===== config.mk =====
export PLATFORM = sky130hd
export DESIGN_NAME = node_traffic_gen_flat
export DESIGN_NICKNAME = d
export VERILOG_FILES = /design/src/rtl/node_traffic_gen_pkg.sv /design/src/rtl/node_traffic_gen_if.sv /design/src/rtl/node_traffic_gen_fifo.sv /design/src/rtl/node_traffic_gen.sv /design/src/flat_wrapper.sv
export SDC_FILE = /design/constraint.sdc
export NUM_CORES = 1
export LEC_CHECK = 0
export CAP_MARGIN = 5
export CELL_PAD_IN_SITES_DETAIL_PLACEMENT = 0
export CELL_PAD_IN_SITES_GLOBAL_PLACEMENT = 1
export CORE_ASPECT_RATIO = 0.75
export CORE_UTILIZATION = 40
export CTS_BUF_LIST = sky130_fd_sc_hd__clkbuf_4 sky130_fd_sc_hd__clkbuf_8 sky130_fd_sc_hd__clkbuf_16
export CTS_CLUSTER_DIAMETER = 120
export DETAILED_ROUTE_END_ITERATION = 16
export GPL_TIMING_DRIVEN = 0
export PLACE_DENSITY_LB_ADDON = 0.3
export SLEW_MARGIN = 0
export SYNTH_ARGS = -nofsm -noshare
export SYNTH_HDL_FRONTEND = slang
export SYNTH_HIERARCHICAL = 1
export SYNTH_SLANG_ARGS = --single-unit
export TNS_END_PERCENT = 5

===== constraint.sdc =====
create_clock -name clk -period 3.4 [get_ports clk]
set_clock_uncertainty 0.1 [all_clocks]
set_input_delay 0.68 -clock clk [delete_from_list [all_inputs] [get_ports clk]]
set_output_delay 0.68 -clock clk [all_outputs]
set_load 0.1 [all_outputs]

===== src/rtl/node_traffic_gen_pkg.sv =====
`default_nettype none
// ============================================================================
//  Module   : node_traffic_gen_pkg
//  Purpose  : Shared types and constants for the per-node traffic endpoint:
//             packet format, FSM state type, LFSR seed/taps and helpers.
//             `NODES sets the mesh size (defaults to 16 when not supplied).
//  Revision : 1.0  initial release
// ============================================================================
`ifndef NODES
`define NODES 16
`endif

package node_traffic_gen_pkg;

    localparam int unsigned c_nodes  = `NODES;
    localparam int unsigned c_node_w = $clog2(c_nodes);
    localparam int unsigned c_ts_w   = 16;

    // Fibonacci LFSR x^16+x^14+x^13+x^11+1 in right-shift form: the new
    // MSB is the XOR of bits 0, 2, 3 and 5.
    localparam logic [15:0] c_lfsr_seed     = 16'hACE1;
    localparam logic [15:0] c_lfsr_tap_mask = 16'h002D;

    typedef struct packed {
        logic [c_node_w-1:0] source;
        logic [c_node_w-1:0] dest;
        logic [c_ts_w-1:0]   timestamp;
    } packet_t;

    typedef enum logic [1:0] {
        ST_IDLE  = 2'd0,
        ST_RUN   = 2'd1,
        ST_DRAIN = 2'd2,
        ST_DONE  = 2'd3
    } tg_state_t;

    // One LFSR step.
    function automatic logic [15:0] lfsr_step(input logic [15:0] s);
        return {^(s & c_lfsr_tap_mask), s[15:1]};
    endfunction

    // Destination from the LFSR value; never targets the local node.
    function automatic logic [c_node_w-1:0] pick_dest(input logic [15:0] lfsr,
                                                      input int unsigned node_id);
        int unsigned d;
        d = {16'd0, lfsr} % c_nodes;
        if (d == node_id) d = (d + 32'd1) % c_nodes;
        return d[c_node_w-1:0];
    endfunction

endpackage

`default_nettype wire


===== src/rtl/node_traffic_gen_if.sv =====
`default_nettype none
// ============================================================================
//  Module   : node_traffic_gen_if
//  Purpose  : Local-port link between a traffic endpoint and the network.
//             master = traffic endpoint, slave = network local port.
//  Revision : 1.0  initial release
// ============================================================================
interface node_traffic_gen_if
    import node_traffic_gen_pkg::*;
();
    packet_t o_data;       // injected packet (endpoint -> network)
    logic    o_data_val;
    logic    i_en;         // network ready to take o_data
    packet_t i_data;       // ejected packet (network -> endpoint)
    logic    i_data_val;

    modport master (
        output o_data, o_data_val,
        input  i_en, i_data, i_data_val
    );

    modport slave (
        input  o_data, o_data_val,
        output i_en, i_data, i_data_val
    );
endinterface

`default_nettype wire


===== src/rtl/node_traffic_gen_fifo.sv =====
`default_nettype none
// ============================================================================
//  Module   : tg_fifo
//  Purpose  : Synchronous packet FIFO with full/empty flags. A push while
//             full is accepted only when a pop happens in the same cycle.
//             The head output reads zero while the FIFO is empty.
//  Revision : 1.0  initial release
// ============================================================================
module tg_fifo
    import node_traffic_gen_pkg::*;
#(
    parameter int DEPTH = 4
) (
    input  wire logic    clk,
    input  wire logic    reset_n,
    input  wire logic    i_push,
    input  wire packet_t i_push_data,
    input  wire logic    i_pop,
    output packet_t      o_head,
    output logic         o_empty,
    output logic         o_full
);

    localparam int c_aw = $clog2(DEPTH);
    localparam logic [c_aw:0] c_full_cnt = (c_aw + 1)'(DEPTH);

    packet_t         r_mem [DEPTH];
    logic [c_aw-1:0] r_wr_ptr;
    logic [c_aw-1:0] r_rd_ptr;
    logic [c_aw:0]   r_count;
    logic            w_do_push;
    logic            w_do_pop;

    assign o_empty   = (r_count == '0);
    assign o_full    = (r_count == c_full_cnt);
    assign w_do_pop  = i_pop && !o_empty;
    assign w_do_push = i_push && (!o_full || w_do_pop);
    assign o_head    = o_empty ? '0 : r_mem[r_rd_ptr];

    // Storage write; contents need no reset since the head is gated by empty.
    always_ff @(posedge clk) begin
        if (w_do_push) r_mem[r_wr_ptr] <= i_push_data;
    end

    // Pointer and occupancy tracking.
    always_ff @(posedge clk) begin
        if (!reset_n) begin
            r_wr_ptr <= '0;
            r_rd_ptr <= '0;
            r_count  <= '0;
        end else begin
            if (w_do_push) r_wr_ptr <= r_wr_ptr + 1'b1;
            if (w_do_pop)  r_rd_ptr <= r_rd_ptr + 1'b1;
            case ({w_do_push, w_do_pop})
                2'b10:   r_count <= r_count + 1'b1;
                2'b01:   r_count <= r_count - 1'b1;
                default: r_count <= r_count;
            endcase
        end
    end

endmodule

`default_nettype wire


===== src/rtl/node_traffic_gen.sv =====
`default_nettype none
// ============================================================================
//  Module   : node_traffic_gen
//  Purpose  : Per-node traffic endpoint. Generates LFSR-addressed packets at a
//             programmable interval, queues and injects them into the local
//             network port, and sinks/counts/checks ejected packets.
//             Optional macro TG_LATENCY_STATS_EN adds latency sum/max outputs.
//  Revision : 1.0  initial release
// ============================================================================
module node_traffic_gen
    import node_traffic_gen_pkg::*;
#(
    parameter int unsigned NODE_ID    = 0,
    parameter int          FIFO_DEPTH = 4,
    parameter int          CNT_W      = 16
) (
    input  wire logic             clk,
    input  wire logic             reset_n,
    input  wire logic             i_start,
    input  wire logic [7:0]       i_rate,
    input  wire logic [CNT_W-1:0] i_pkt_limit,
    input  wire logic             i_stop,
    node_traffic_gen_if.master    bus,
    output logic [CNT_W-1:0]      o_sent_count,
    output logic [CNT_W-1:0]      o_recv_count,
    output logic [CNT_W-1:0]      o_drop_count,
    output logic                  o_misroute,
    output logic                  o_done
`ifdef TG_LATENCY_STATS_EN
    ,
    output logic [31:0]           o_lat_sum,
    output logic [CNT_W-1:0]      o_lat_max
`endif
);

    tg_state_t        r_state;
    logic [CNT_W-1:0] r_ts;
    logic [CNT_W-1:0] r_gen_cnt;
    logic [CNT_W-1:0] r_sent;
    logic [CNT_W-1:0] r_recv;
    logic [CNT_W-1:0] r_drop;
    logic [7:0]       r_rate_cnt;
    logic [15:0]      r_lfsr;
    logic             r_done;
    logic             r_misroute;

    logic             w_limit_hit;
    logic             w_run_end;
    logic             w_gen_event;
    logic [7:0]       w_rate_reload;
    logic [15:0]      w_lfsr_next;
    packet_t          w_gen_pkt;
    logic             w_fifo_empty;
    logic             w_fifo_full;
    logic             w_xfer;
    logic             w_drop;
    logic             w_unused_rx;

    assign w_limit_hit   = (i_pkt_limit != '0) && (r_gen_cnt == i_pkt_limit);
    assign w_run_end     = i_stop || w_limit_hit;
    assign w_gen_event   = (r_state == ST_RUN) && !w_run_end && (r_rate_cnt == 8'd0);
    assign w_rate_reload = (i_rate == 8'd0) ? 8'd0 : (i_rate - 8'd1);
    assign w_lfsr_next   = lfsr_step(r_lfsr);

    // Injection handshake: valid comes straight from FIFO state, never from i_en.
    assign bus.o_data_val = ~w_fifo_empty;
    assign w_xfer         = ~w_fifo_empty && bus.i_en;
    assign w_drop         = w_gen_event && w_fifo_full && !w_xfer;

    assign w_unused_rx = ^{bus.i_data.source, bus.i_data.timestamp};

    // Assemble the packet produced by a generation event.
    always_comb begin
        w_gen_pkt           = '0;
        w_gen_pkt.source    = c_node_w'(NODE_ID);
        w_gen_pkt.dest      = pick_dest(w_lfsr_next, NODE_ID);
        w_gen_pkt.timestamp = c_ts_w'(r_ts);
    end

    tg_fifo #(
        .DEPTH (FIFO_DEPTH)
    ) u_fifo (
        .clk         (clk),
        .reset_n     (reset_n),
        .i_push      (w_gen_event),
        .i_push_data (w_gen_pkt),
        .i_pop       (w_xfer),
        .o_head      (bus.o_data),
        .o_empty     (w_fifo_empty),
        .o_full      (w_fifo_full)
    );

    // Free-running timestamp, wraps naturally.
    always_ff @(posedge clk) begin
        if (!reset_n) r_ts <= '0;
        else          r_ts <= r_ts + 1'b1;
    end

    // Control FSM with generation pacing, LFSR stepping and generated count.
    always_ff @(posedge clk) begin
        if (!reset_n) begin
            r_state    <= ST_IDLE;
            r_gen_cnt  <= '0;
            r_rate_cnt <= '0;
            r_lfsr     <= c_lfsr_seed ^ 16'(NODE_ID);
            r_done     <= 1'b0;
        end else begin
            case (r_state)
                ST_IDLE, ST_DONE: begin
                    if (i_start) begin
                        r_state    <= ST_RUN;
                        r_gen_cnt  <= '0;
                        r_rate_cnt <= '0;
                        r_done     <= 1'b0;
                    end
                end
                ST_RUN: begin
                    if (w_run_end) begin
                        r_state <= ST_DRAIN;
                    end else if (r_rate_cnt == 8'd0) begin
                        r_rate_cnt <= w_rate_reload;
                        r_lfsr     <= w_lfsr_next;
                        if (r_gen_cnt != '1) r_gen_cnt <= r_gen_cnt + 1'b1;
                    end else begin
                        r_rate_cnt <= r_rate_cnt - 8'd1;
                    end
                end
                ST_DRAIN: begin
                    // Empty FIFO means the last transfer has already completed.
                    if (w_fifo_empty) begin
                        r_state <= ST_DONE;
                        r_done  <= 1'b1;
                    end
                end
                default: r_state <= ST_IDLE;
            endcase
        end
    end

    // Saturating injection-side counters: accepted and dropped packets.
    always_ff @(posedge clk) begin
        if (!reset_n) begin
            r_sent <= '0;
            r_drop <= '0;
        end else begin
            if (w_xfer && (r_sent != '1)) r_sent <= r_sent + 1'b1;
            if (w_drop && (r_drop != '1)) r_drop <= r_drop + 1'b1;
        end
    end

    // Ejection side: count every delivered packet, latch any misroute.
    always_ff @(posedge clk) begin
        if (!reset_n) begin
            r_recv     <= '0;
            r_misroute <= 1'b0;
        end else if (bus.i_data_val) begin
            if (r_recv != '1) r_recv <= r_recv + 1'b1;
            if (bus.i_data.dest != c_node_w'(NODE_ID)) r_misroute <= 1'b1;
        end
    end

    assign o_sent_count = r_sent;
    assign o_recv_count = r_recv;
    assign o_drop_count = r_drop;
    assign o_misroute   = r_misroute;
    assign o_done       = r_done;

`ifdef TG_LATENCY_STATS_EN
    logic [31:0]      r_lat_sum;
    logic [CNT_W-1:0] r_lat_max;
    logic [CNT_W-1:0] w_lat;
    logic [32:0]      w_lat_sum_ext;

    assign w_lat         = r_ts - CNT_W'(bus.i_data.timestamp);
    assign w_lat_sum_ext = {1'b0, r_lat_sum} + 33'(w_lat);

    // Latency accumulation (saturating sum) and running maximum.
    always_ff @(posedge clk) begin
        if (!reset_n) begin
            r_lat_sum <= '0;
            r_lat_max <= '0;
        end else if (bus.i_data_val) begin
            r_lat_sum <= w_lat_sum_ext[32] ? 32'hFFFF_FFFF : w_lat_sum_ext[31:0];
            if (w_lat > r_lat_max) r_lat_max <= w_lat;
        end
    end

    assign o_lat_sum = r_lat_sum;
    assign o_lat_max = r_lat_max;
`endif

endmodule

`default_nettype wire

===== src/flat_wrapper.sv =====
// flat-port wrapper written by rule: the top's interface ports become plain ports
module node_traffic_gen_flat import node_traffic_gen_pkg::*;
#(
    parameter int unsigned NODE_ID    = 0,
    parameter int          FIFO_DEPTH = 4,
    parameter int          CNT_W      = 16
)
  (clk, reset_n, i_start, i_rate, i_pkt_limit, i_stop, o_sent_count, o_recv_count, o_drop_count, o_misroute, o_done, bus_o_data, bus_o_data_val, bus_i_en, bus_i_data, bus_i_data_val);
  node_traffic_gen_if bus_i ();
  input  wire logic clk;
  input  wire logic reset_n;
  input  wire logic i_start;
  input  wire logic [7:0] i_rate;
  input  wire logic [CNT_W-1:0] i_pkt_limit;
  input  wire logic i_stop;
  output logic [CNT_W-1:0] o_sent_count;
  output logic [CNT_W-1:0] o_recv_count;
  output logic [CNT_W-1:0] o_drop_count;
  output logic o_misroute;
  output logic o_done;
  output wire logic [$bits(bus_i.o_data)-1:0] bus_o_data;
  output wire logic [$bits(bus_i.o_data_val)-1:0] bus_o_data_val;
  input wire logic [$bits(bus_i.i_en)-1:0] bus_i_en;
  input wire logic [$bits(bus_i.i_data)-1:0] bus_i_data;
  input wire logic [$bits(bus_i.i_data_val)-1:0] bus_i_data_val;
  assign bus_o_data = bus_i.o_data;
  assign bus_o_data_val = bus_i.o_data_val;
  assign bus_i.i_en = bus_i_en;
  assign bus_i.i_data = bus_i_data;
  assign bus_i.i_data_val = bus_i_data_val;
  node_traffic_gen #(.NODE_ID(NODE_ID), .FIFO_DEPTH(FIFO_DEPTH), .CNT_W(CNT_W)) u_core (.clk(clk), .reset_n(reset_n), .i_start(i_start), .i_rate(i_rate), .i_pkt_limit(i_pkt_limit), .i_stop(i_stop), .bus(bus_i), .o_sent_count(o_sent_count), .o_recv_count(o_recv_count), .o_drop_count(o_drop_count), .o_misroute(o_misroute), .o_done(o_done));
endmodule

**Word-level counts from Yosys, hierarchy flattened**

Memory sizes are Yosys's and may differ from the RTL's. A register that Yosys moved wholly into a read port is not among the register bits.
Index checks and enable logic that the tools add are counted.
Widths: inputs -> output; s select.

- Bitwise operators: 2
- Multiplexer cells: 24
- Reduce and logical (&&, ||, !) cells: 35
- Equality and inequality tests: 17
- $add $sub $neg: 12

Operators by type and width:

| kind | count |
|---|---|
| $add 16x1->16 const B | 5 |
| $mux 16 | 4 |
| $ne 16x16->1 const B | 4 |
| $logic_not 32->1 | 1 |
| $mux 8 | 4 |
| $pmux 16 s2 | 1 |
| $mux 24 | 1 |
| $eq 16x16->1 | 1 |
| $logic_not 8->1 | 2 |
| $pmux 8 s2 | 1 |
| $reduce_bool 16->1 | 1 |
| $reduce_xor 16->1 | 1 |
| $sub 8x1->8 const B | 2 |
| $reduce_and 3->1 | 4 |
| $logic_and 1x1->1 | 10 |
| $mux 2 | 5 |
| $ne 2x2->1 const B | 5 |
| $eq 2x2->1 const B | 3 |
| $pmux 2 s3 | 1 |
| $pmux 3 s2 | 1 |
| $reduce_bool 2->1 | 3 |
| $reduce_and 5->1 | 1 |
| $add 2x1->2 const B | 2 |
| $add 4x1->4 const B | 1 |
| other kinds (16) | 26 |

- Logic and storage cells: 104
- Output and inout bits: 75
- Memory bits (writable): 80
- Input bits: 54
- Memories kept: 1
- Bits in registers: 115

Memories:

| name | depth | width | read ports | clocked after Yosys merged registers in | wr ports | RTL line | RTL |
|---|---|---|---|---|---|---|---|
| u_core.u_fifo.r_mem | 4 | 20 | 1 | 1 | 1 | node_traffic_gen_fifo.sv:27 | `packet_t r_mem [DEPTH];` |

**Longest topological paths before layout**

Gate-level depths: netlist (run 1).

- Depth after elaboration: 9
- Depth in mapped cells: 16
- Gate-level depth less buffers: 13

**Cells and area by module**

The synthesis (run 1) kept the hierarchy.

Modules (own cells, without submodules):

| module | area each (sq um) | cells each | times used |
|---|---|---|---|
| node_traffic_gen | 5,656.7 | 673 | 1 |
| tg_fifo | 4,232.8 | 220 | 1 |

**Least setup slack after synthesis (run 1)**

OpenSTA, ideal clock, no wires.

- Path type: input to register
- From: input i_pkt_limit[3]
- To: memory u_core/u_fifo/r_mem[2][0] (netlist bit), enable pin
- Stages: 11
- Required time: 2,917 ps
- Arrival: 3,055 ps
- Setup time: 383 ps
- Setup slack: -138 ps
- Path buffers: 3
- Cell sequence: nor4_1 -> nand4_1 -> nand3_1 -> o21ai_0 -> buf_4 -> buf_4 -> inv_1 -> buf_2 -> inv_1 -> a31oi_1 -> and2_1

- Word-level cells in the longest chain between the ends: 9

Ends and longest elaborated chain:

| item | RTL line | RTL |
|---|---|---|
| start, declared | flat_wrapper.sv:14 | `input wire logic [CNT_W-1:0] i_pkt_limit;` |
| $eq 16x16->1 / $reduce_bool 16->1 (equally long branches) | node_traffic_gen.sv:59 | `assign w_limit_hit = (i_pkt_limit != '0) && (r_gen_cnt == i_pkt_limit);` |
| $logic_and 1x1->1 (*) | node_traffic_gen.sv:59 |  |
| $logic_or 1x1->1 (*) | node_traffic_gen.sv:60 | `assign w_run_end = i_stop \|\| w_limit_hit;` |
| $logic_not 1->1 (*) | node_traffic_gen.sv:61 | `assign w_gen_event = (r_state == ST_RUN) && !w_run_end && (r_rate_cnt == 8'd0);` |
| $logic_and 1x1->1 (*) (2 in series) | node_traffic_gen.sv:61 |  |
| via u_core.w_gen_event | node_traffic_gen.sv:49 | `logic w_gen_event;` |
| $logic_and 1x1->1 (*) | node_traffic_gen_fifo.sv:37 | `assign w_do_push = i_push && (!o_full \|\| w_do_pop);` |
| $mux 1 (*) | node_traffic_gen_fifo.sv:42 | `if (w_do_push) r_mem[r_wr_ptr] <= i_push_data;` |
| $mux 1 (not written as such) (*) | node_traffic_gen_fifo.sv:42 |  |
| end, declared | node_traffic_gen_fifo.sv:27 |  |

The timed path passes the listed nets; every way through them passes the cells marked *.

==> results of run 1 <==
==> cell usage in the layout (no fill, tap or decap), types with 25 or more instances in the layout <==
| cell type | instances |
|---|---|
| a21oi_1 | 45 |
| clkdlybuf4s50_1 | 83 |
| dfxtp_1 | 117 |
| edfxtp_1 | 96 |
| inv_1 | 33 |
| mux2i_1 | 25 |
| nand2_1 | 69 |
| nand3_1 | 38 |
| nor2_1 | 71 |
| xor2_1 | 43 |
==> report_power, final <==
group	internal, uW	switching [uW]	total (uW)
Clock	1450	1010	2460
Sequential	2870	125	3000
Combinational	688	1140	1830
Total	5010	2280	7290
==> worst paths after layout <==
path                        start                          to  slack, ns  cells past startpoint
max reg2reg  u_core/r_rate_cnt[0]  u_core/u_fifo/r_mem[3][20]       0.33                     14
max                     flip-flop              bus_o_data[14]      -0.01                      5
min reg2reg     u_core/r_lfsr[11]           u_core/r_lfsr[10]       0.37                      2
min             u_core/r_lfsr[11]           u_core/r_lfsr[10]       0.37                      2
==> state kept, by name, summed over array words and instances, names as in the netlist, 2 cells and up, named ones only <==
register                count
u_core/r_ts                16
u_core/u_fifo/r_wr_ptr      2
u_core/u_fifo/r_mem        96
u_core/o_recv_count        16
u_core/r_rate_cnt           8
u_core/r_state              2
u_core/u_fifo/r_count       3
u_core/r_lfsr              16
u_core/u_fifo/r_rd_ptr      2
u_core/o_drop_count        16
u_core/o_sent_count        16
u_core/r_gen_cnt           16
==> routing by layer <==
metal  routed length (um)  up-vias  global-route usage
met4                  328        0              0.0351
met3                 1100       23              0.0337
met5                    0        -                   0
met2                 9950      150               0.270
li1                     -     3594                   -
met1                12400     3569               0.285
==> worst max-delay path, delay by kind of cell (launching register included) <==
kind	cells	cell delay, ns
buf+inv	3	1.47
simple gates	1	0.11
flops	1	0.31
mux	1	0.24
==> per-stage QoR <==
step                 util  area [um^2]  cells  hold WS [ns]  total power, uW
global route        0.513        12400   1403         0.395             7630
floorplan               -         9950    908         0.341             4310
finish              0.513        12400   1403         0.368             7290
global placement    0.475        11400   1347         0.353             4760
CTS                 0.509        12300   1391         0.374             7270
detailed placement  0.475        11400   1347         0.359             4780
==> cell type report <==
type / count / area share
timing repair buffer: 118 / 0.0939
inverter: 33 / 0.0100
sequential: 213 / 0.422
clock buffer: 29 / 0.0502
buffer: 42 / 0.0187
tap: 331 / 0.0335
clock inverter: 13 / 0.0101
multi-input combinational: 624 / 0.361
==> logic make-up (layout without fill, tap and decap cells) <==
family | count (synthesis) | count (layout) | synth area share
compound gates | 127 | 127 | 0.0816
fa+ha+maj | 19 | 19 | 0.0248
flops | 213 | 213 | 0.528
other cells | 1 | 16 | 0.000379
simple gates | 343 | 347 | 0.190
buf+inv | 75 | 235 | 0.0350
mux | 49 | 49 | 0.0815
xor+xnor | 66 | 66 | 0.0585
==> repair_timing <==
action                                  CTS  global route
endpoints found under the setup margin  123           105
cloned                                    2             2
buffers inserted                          0            10
resized for setup                        71            14
pin swaps                                 3             4
==> out/qor.csv, run 1 <==
metric,value,unit
fillers,2170,
hold_class,reg -> reg,
die_w,184,um
synth-edff-count,96,
insertion_delay,0.51,ns
synth_cell_types,68,
crit_type,reg -> out,
nets,1128,
worst-path-max-fanout,10,
synth-async-reset-ratio,0,
final.period_utilization,1.00,
synth_seq_cells,213,
layout_setup_ws,-0.0148,ns
slew_headroom,0.321,
max_freq,0.293,GHz
synth_top_cell_by_area,edfxtp_1,
dp_hpwl,16000,um
setup_viol,2,
violations,negative setup slack,
drt_first_iter_violations,532,
start_util,0.410,
cp_slowest_stage_delay,0.85,ns
chipHeight,138,um
synthFlopType,dfxtp_1,
synth_commonest_cells,"dfxtp_1, edfxtp_1, nor2_1",
yosys.area.top_type_share,0.291,
multiInputGateArea,0.00447,mm^2
vias_per_cell,5.23,
cts_max_path_buffers,3,
netlist_area,0.00989,mm^2
cellLeakagePower,0.00437,uW
cap_violations,0,
seq_area_frac_synth,0.528,
grt_max_degree,25,
critPathLaunchType,flip-flop,
io_pins,129,
vdd_drop_max,0.338,mV
n_antenna_cell,0,
path_clk_slew,0.06,ns
place_worst_setup_slack,-1.54,ns
yosys_warnings,6,
synth.most_common_cell,dfxtp_1,
netlist_instances,893,
hold_buffers,0,
cts_tree,yes,
gr-total-overflow,0,
root_buffer,clkbuf_16,
htreeDepth,1,
cts_buffers,23,
crit_chain,"clkbuf_1, buf_2, mux4_2, and2b_1, dlygate4sd2_1",
drtPass1Iterations,4,
end_kind,primary output,
rsz0062_at_grt,true,
crit_slowest_cell,dlygate4sd2_1,
gp_congestion,0.838,
port-buffer-count,108,
hold_violations,0,
die-area,0.0254,mm^2
vias,7336,
wl,23800,um
grt_util_all_layers,0.185,
wl_per_cell,17.0,um
grt_antenna_before_repair,0,
regArea,0.00523,mm^2
drcViolationCount,0,
outcome,"complete, but fails checks",
coreArea,0.0241,mm^2
period_needed,3.41,ns
synth_area_leaders,"edfxtp_1, dfxtp_1, mux4_2",
area_growth,25.1,%
drive_gt1_frac,0.130,
cts.sinks,213,
rows,49,
antenna_left,0,
finalMaxSlewViolations,0,
first_global_vias,6860,
required,2.62,ns
avgSynthCellArea,11.1,um^2
p_per_area,589,mW/mm^2
cp.arrival,2.63,ns
grt_pass1_wl,37400,um
setup-tns-final,-0.0263,ns
worst_pin_slew,1.02,ns
No activity file was read; power rests on OpenSTA's default activity.
==> run 2, diff against run 1 <==
--- a/config.mk
+++ b/config.mk
@@ -9,7 +9,7 @@
 export CELL_PAD_IN_SITES_DETAIL_PLACEMENT = 0
 export CELL_PAD_IN_SITES_GLOBAL_PLACEMENT = 1
 export CORE_ASPECT_RATIO = 0.75
-export CORE_UTILIZATION = 40
+export CORE_UTILIZATION = 30
 export CTS_BUF_LIST = sky130_fd_sc_hd__clkbuf_4 sky130_fd_sc_hd__clkbuf_8 sky130_fd_sc_hd__clkbuf_16
 export CTS_CLUSTER_DIAMETER = 120
 export DETAILED_ROUTE_END_ITERATION = 16
==> out/qor.csv, run 2 (same netlist as run 1, synthesis figures left out) <==
metric,value,unit
worst-path-max-fanout,10,
largest_register_ff_count,96,
required,2.62,ns
hold_buffers,0,
insertion_delay,0.53,ns
critPathLaunchType,flip-flop,
cts_buffers,25,
first_global_vias,7115,
crit_chain,"clkbuf_1, buf_2, mux4_2, and2b_1, dlygate4sd2_1",
area_growth,27.4,%
clockPowerShare,0.365,
drt_first_iter_violations,380,
hold_class,reg -> reg,
dp_hpwl,16800,um
rows,57,
vias,7315,
period_needed,3.45,ns
vdd_drop_max,0.346,mV
cts_max_path_buffers,3,
final.period_utilization,1.02,
final_cell_mix,"dfxtp_1, edfxtp_1, clkdlybuf4s50_1",
outcome,"complete, but fails checks",
grt_antenna_before_repair,0,
drive_gt1_frac,0.128,
wl,25000,um
finalMaxSlewViolations,0,
worstPathBufferInverterCount,3,
fin_cells,1513,
vias_per_cell,4.83,
fin_util,0.389,
fillers,3200,
cellLeakagePower,0.00445,uW
htreeDepth,1,
setup_viol,4,
rsz0062_at_grt,true,
top_register,u_core/u_fifo/r_mem,
crit_type,reg -> out,
path_clk_slew,0.06,ns
coreArea,0.0324,mm^2
power.switching,2350,uW
power.total,7610,uW
root_buffer,clkbuf_16,
drtPass1Iterations,5,
worst_pin_slew,1.01,ns
switching_share,0.308,
crit_slowest_cell,dlygate4sd2_1,
io_pins,129,
die_w,212,um
grt_util_all_layers,0.145,
cp_slowest_stage_delay,0.84,ns
drcViolationCount,0,
cts.sinks,213,
gr-total-overflow,0,
start_util,0.305,
whs,0.371,ns
hold_violations,0,
end_kind,primary output,
gp_congestion,0.780,
max_freq,0.290,GHz
slew_headroom,0.326,
critical-path-top-delay-family,buffers and inverters,
post-place-cells,1459,
worst-path-stages,5,
layout_setup_ws,-0.0512,ns
n_antenna_cell,0,
power_frac_seq,0.395,
rr_worst_depth,13,
cap_violations,0,
combPwrFrac,0.240,
p_int,5260,uW
antenna_left,0,
violations,negative setup slack,
port-buffer-count,108,
nets,1127,
chipHeight,159,um
r2r_setup_slack,0.22,ns
grt_max_degree,25,
die-area,0.0337,mm^2
min_path_cells,2,
cts_tree,yes,
grt_pass1_wl,38900,um
wl_per_cell,16.6,um
cp.arrival,2.67,ns
p_per_area,604,mW/mm^2
mostFrequentLayoutCell,dfxtp_1,
[run 2: cell types whose count changed in the layout (fill, tap and decap cells not counted), moves of 2 or more]
cell             previous run  this run
nor4_1                      7        10
clkinvlp_4                  4         0
clkbuf_16                  23        26
clkbuf_8                    0         2
buf_6                       5         3
clkdlybuf4s15_2            14        12
buf_4                      10         8
nor4_2                      4         1
buf_2                      12        14
clkbuf_1                   21        19
[run 2: area by class of cell]
| type | instances | area (um^2) | area share |
|---|---|---|---|
| plain buffers | 41 | 231 | 0.0184 |
| clock buffers | 34 | 723 | 0.0574 |
| clock inverters | 10 | 138 | 0.0109 |
| inverters | 33 | 124 | 0.00983 |
| multi-input cells | 623 | 4450 | 0.353 |
| flip-flops and latches | 213 | 5230 | 0.415 |
| well taps | 442 | 553 | 0.0439 |
| repair buffers | 117 | 1150 | 0.0915 |
[run 2: worst register-to-register path, cell delays in order, from the launching register on]
cell and delay (ns):
dfxtp_1 0.35, inv_1 0.13, ha_1 0.22, nor3b_2 0.31
nand2_4 0.18, nor2_1 0.25, o21ai_4 0.11, buf_12 0.17
inv_1 0.09, buf_2 0.21, inv_1 0.11, a31oi_4 0.15
buf_4 0.17, and2_4 0.30
[run 2: power groups by stage]
stage                     registers (uW)  logic [uW]  clock network, uW
after detailed placement            3060        1750                  0
after floorplan                     3070        1240                  0
final                               3010        1830               2780
after global routing                3030        2000               2950
after CTS                           3010        1770               2850
after global placement              3050        1760                  0
[run 2: per-layer routing]
| layer | vias to the layer above | global-route usage | wire, um |
|---|---|---|---|
| met5 | - | 0 | 0 |
| met4 | 0 | 0.0339 | 448 |
| met3 | 37 | 0.0268 | 1270 |
| met2 | 169 | 0.215 | 10600 |
| met1 | 3519 | 0.217 | 12800 |
| li1 | 3590 | - | - |
[run 2: metrics by stage]
stage                     setup TNS (ns)  worst slack (ns)  instance area [um^2]
after floorplan                    -9.90            -0.137                  9950
after global placement           -171.31             -1.79                 11600
after detailed placement         -163.20             -1.77                 11600
after CTS                          -1.25            -0.159                 12500
after global routing               -1.76            -0.192                 12600
final                             -0.158           -0.0512                 12600
[run 2: path summary, 6_finish.rpt]
path	end	from
worst max-delay path	bus_o_data[12]	flip-flop
worst min-delay path	u_core/r_lfsr[5]	u_core/r_lfsr[6]
worst max register to register	u_core/u_fifo/r_mem[2][12]	u_core/r_rate_cnt[0]
worst min register to register	u_core/r_lfsr[5]	u_core/r_lfsr[6]
[run 2: timing repair]
action / CTS / global route
buffers inserted: 2 / 6
cloned: 0 / 3
setup endpoints to repair: 123 / 123
resized for setup: 76 / 11
pin swaps: 2 / 6
==> run 3, diff against run 2 <==
--- a/config.mk
+++ b/config.mk
@@ -18,6 +18,5 @@
 export SLEW_MARGIN = 0
 export SYNTH_ARGS = -nofsm -noshare
 export SYNTH_HDL_FRONTEND = slang
-export SYNTH_HIERARCHICAL = 1
 export SYNTH_SLANG_ARGS = --single-unit
 export TNS_END_PERCENT = 5
==> out/qor.csv, run 3 <==
metric,value,unit
drive_gt1_frac,0.101,
violations,negative setup slack,
cp.arrival,2.62,ns
insertion_delay,0.44,ns
cts_max_path_buffers,2,
synthXorXnorAreaFrac,0.0605,
antenna_left,0,
rsz0062_at_grt,true,
synth_seq_cells,197,
crit_type,reg -> out,
slew_headroom,0.342,
worst-path-max-fanout,10,
gp_congestion,0.776,
port-buffer-count,103,
outcome,"complete, but fails checks",
area_growth,24.1,%
power.switching,3180,uW
drt_first_iter_violations,352,
die-area,0.0311,mm^2
cellLeakagePower,0.00390,uW
clockPowerShare,0.271,
wl,22200,um
synth-async-reset-ratio,0,
synthSimpleGateAreaFrac,0.206,
gr-total-overflow,0,
largest_register_ff_count,80,
cap_violations,0,
grt_max_degree,21,
chipHeight,153,um
worst_pin_slew,0.984,ns
muxShareOfSynthArea,0.0647,
regArea,0.00474,mm^2
drcViolationCount,0,
synth_top_cell_by_area,edfxtp_1,
vdd_drop_max,0.367,mV
power_frac_seq,0.356,
seq_area_frac_synth,0.520,
setup_viol,1,
nets,1060,
htreeDepth,4,
rows,54,
synthFlopType,dfxtp_1,
n_antenna_cell,0,
vias_per_cell,4.90,
synth.most_common_cell,dfxtp_1,
netlist_area,0.00913,mm^2
yosys.area.top_type_share,0.263,
cts_tree,yes,
period_needed,3.40,ns
root_buffer,clkbuf_16,
die_w,203,um
synth_area_leaders,"edfxtp_1, dfxtp_1, mux4_2",
final.period_utilization,1.00,
first_global_vias,6526,
critPathLaunchType,flip-flop,
whs,0.355,ns
yosys_warnings,0,
synth_compound_area_frac,0.0945,
fillers,2982,
synth-edff-count,80,
hold_violations,0,
grt_util_all_layers,0.148,
p_per_area,697,mW/mm^2
avgSynthCellArea,10.6,um^2
wl_per_cell,16.0,um
grt_pass1_wl,36300,um
coreArea,0.0295,mm^2
synth_commonest_cells,"dfxtp_1, nand2_1, edfxtp_1",
synth_top_family_by_area,simple AND/OR/NAND/NOR gates,
required,2.62,ns
finalMaxSlewViolations,0,
hold_buffers,0,
max_freq,0.294,GHz
vias,6827,
place_worst_setup_slack,-0.897,ns
cts.sinks,197,
start_util,0.310,
io_pins,129,
layout_setup_ws,-0.00476,ns
dp_hpwl,15600,um
end_kind,primary output,
cts_buffers,17,
combPwrFrac,0.373,
netlist_instances,865,
top_register,u_core.u_fifo.r_mem,
final_cell_mix,"dfxtp_1, nand2_1, clkdlybuf4s50_1",
hold_class,reg -> reg,
grt_antenna_before_repair,0,
synth_fa_ha_area_frac,0.0269,
p_int,4710,uW
power.total,7890,uW
switching_share,0.404,
drtPass1Iterations,4,
mostFrequentLayoutCell,dfxtp_1,
synth_cell_types,62,
multiInputGateArea,0.00418,mm^2
path_clk_slew,0.08,ns
[run 3: cell types whose count changed after synthesis, sizes merged, moves of 15 or more]
cell    delta
and2      +25
nand2     +15
nor2b     -18
edfxtp    -16
[run 3: kinds of logic (layout without fill, tap and decap cells)]
| family | after synthesis | in the layout |
|---|---|---|
| other | 1 | 4 |
| buffers and inverters | 62 | 194 |
| flip-flops | 197 | 197 |
| adder cells (fa/ha/maj) | 19 | 19 |
| multiplexers | 34 | 34 |
| AO/OA/AOI/OAI | 130 | 130 |
| AND/OR/NAND/NOR | 359 | 359 |
| XOR/XNOR | 63 | 63 |
[run 3: path summary, 6_finish.rpt]
kind | slack (ns) | end | cells after the start | start
hold reg to reg | 0.35 | u_core.r_lfsr[8] | 2 | u_core.r_lfsr[9]
setup reg to reg | 0.02 | u_core.u_fifo.r_count[2] | 11 | u_core.r_rate_cnt[0]
setup / recovery | -0.005 | bus_o_data[19] | 4 | flip-flop
hold / removal | 0.35 | u_core.r_lfsr[8] | 2 | u_core.r_lfsr[9]
[run 3: timing repair]
| item | CTS | global route |
|---|---|---|
| gates resized for setup | 63 | 6 |
| hold endpoints to repair | 0 | 0 |
| pin swaps | 0 | 2 |
| buffers inserted | 0 | 1 |
| endpoints found under the setup margin | 125 | 117 |
[run 3: worst max-delay path, stage by stage (launching register included)]
cell and delay, ns:
dfxtp_1 0.34, clkbuf_1 0.48, mux4_2 0.33, and2_1 0.17, dlygate4sd2_1 0.87
[run 3: per-stage QoR]
stage / cell area [um^2] / cells / utilization / TNS, ns
2_1_floorplan: 9140 / 868 / - / 0
3_3_place_gp: 10700 / 1363 / 0.362 / -84.70
3_5_place_dp: 10700 / 1363 / 0.362 / -88.80
4_1_cts: 11300 / 1392 / 0.384 / -0.274
5_1_grt: 11300 / 1392 / 0.385 / -13.81
6_report: 11300 / 1392 / 0.385 / -0.00476
[run 3: final cells by class]
type / instances / share of cell area
Tap cell: 392 / 0.0433
Multi-Input combinational cell: 609 / 0.369
Clock inverter: 15 / 0.0180
Sequential cell: 197 / 0.419
Clock buffer: 17 / 0.0376
Buffer: 37 / 0.0140
Inverter: 20 / 0.00663
Timing Repair Buffer: 105 / 0.0927
[run 3: routing by layer]
metal | track usage | part of all wire
met5 | 0 | 0
met4 | 0.0380 | 0.0093
met3 | 0.0303 | 0.044
met2 | 0.210 | 0.42
met1 | 0.225 | 0.53
[run 3: power by group through the flow]
| stage | clock network, uW | logic (uW) | registers, uW |
|---|---|---|---|
| global placement | 0 | 2940 | 2860 |
| detailed placement | 0 | 2940 | 2870 |
| finish | 2140 | 2940 | 2810 |
| CTS | 2200 | 2920 | 2810 |
| floorplan | 0 | 2150 | 2910 |
| global route | 2300 | 3170 | 2840 |
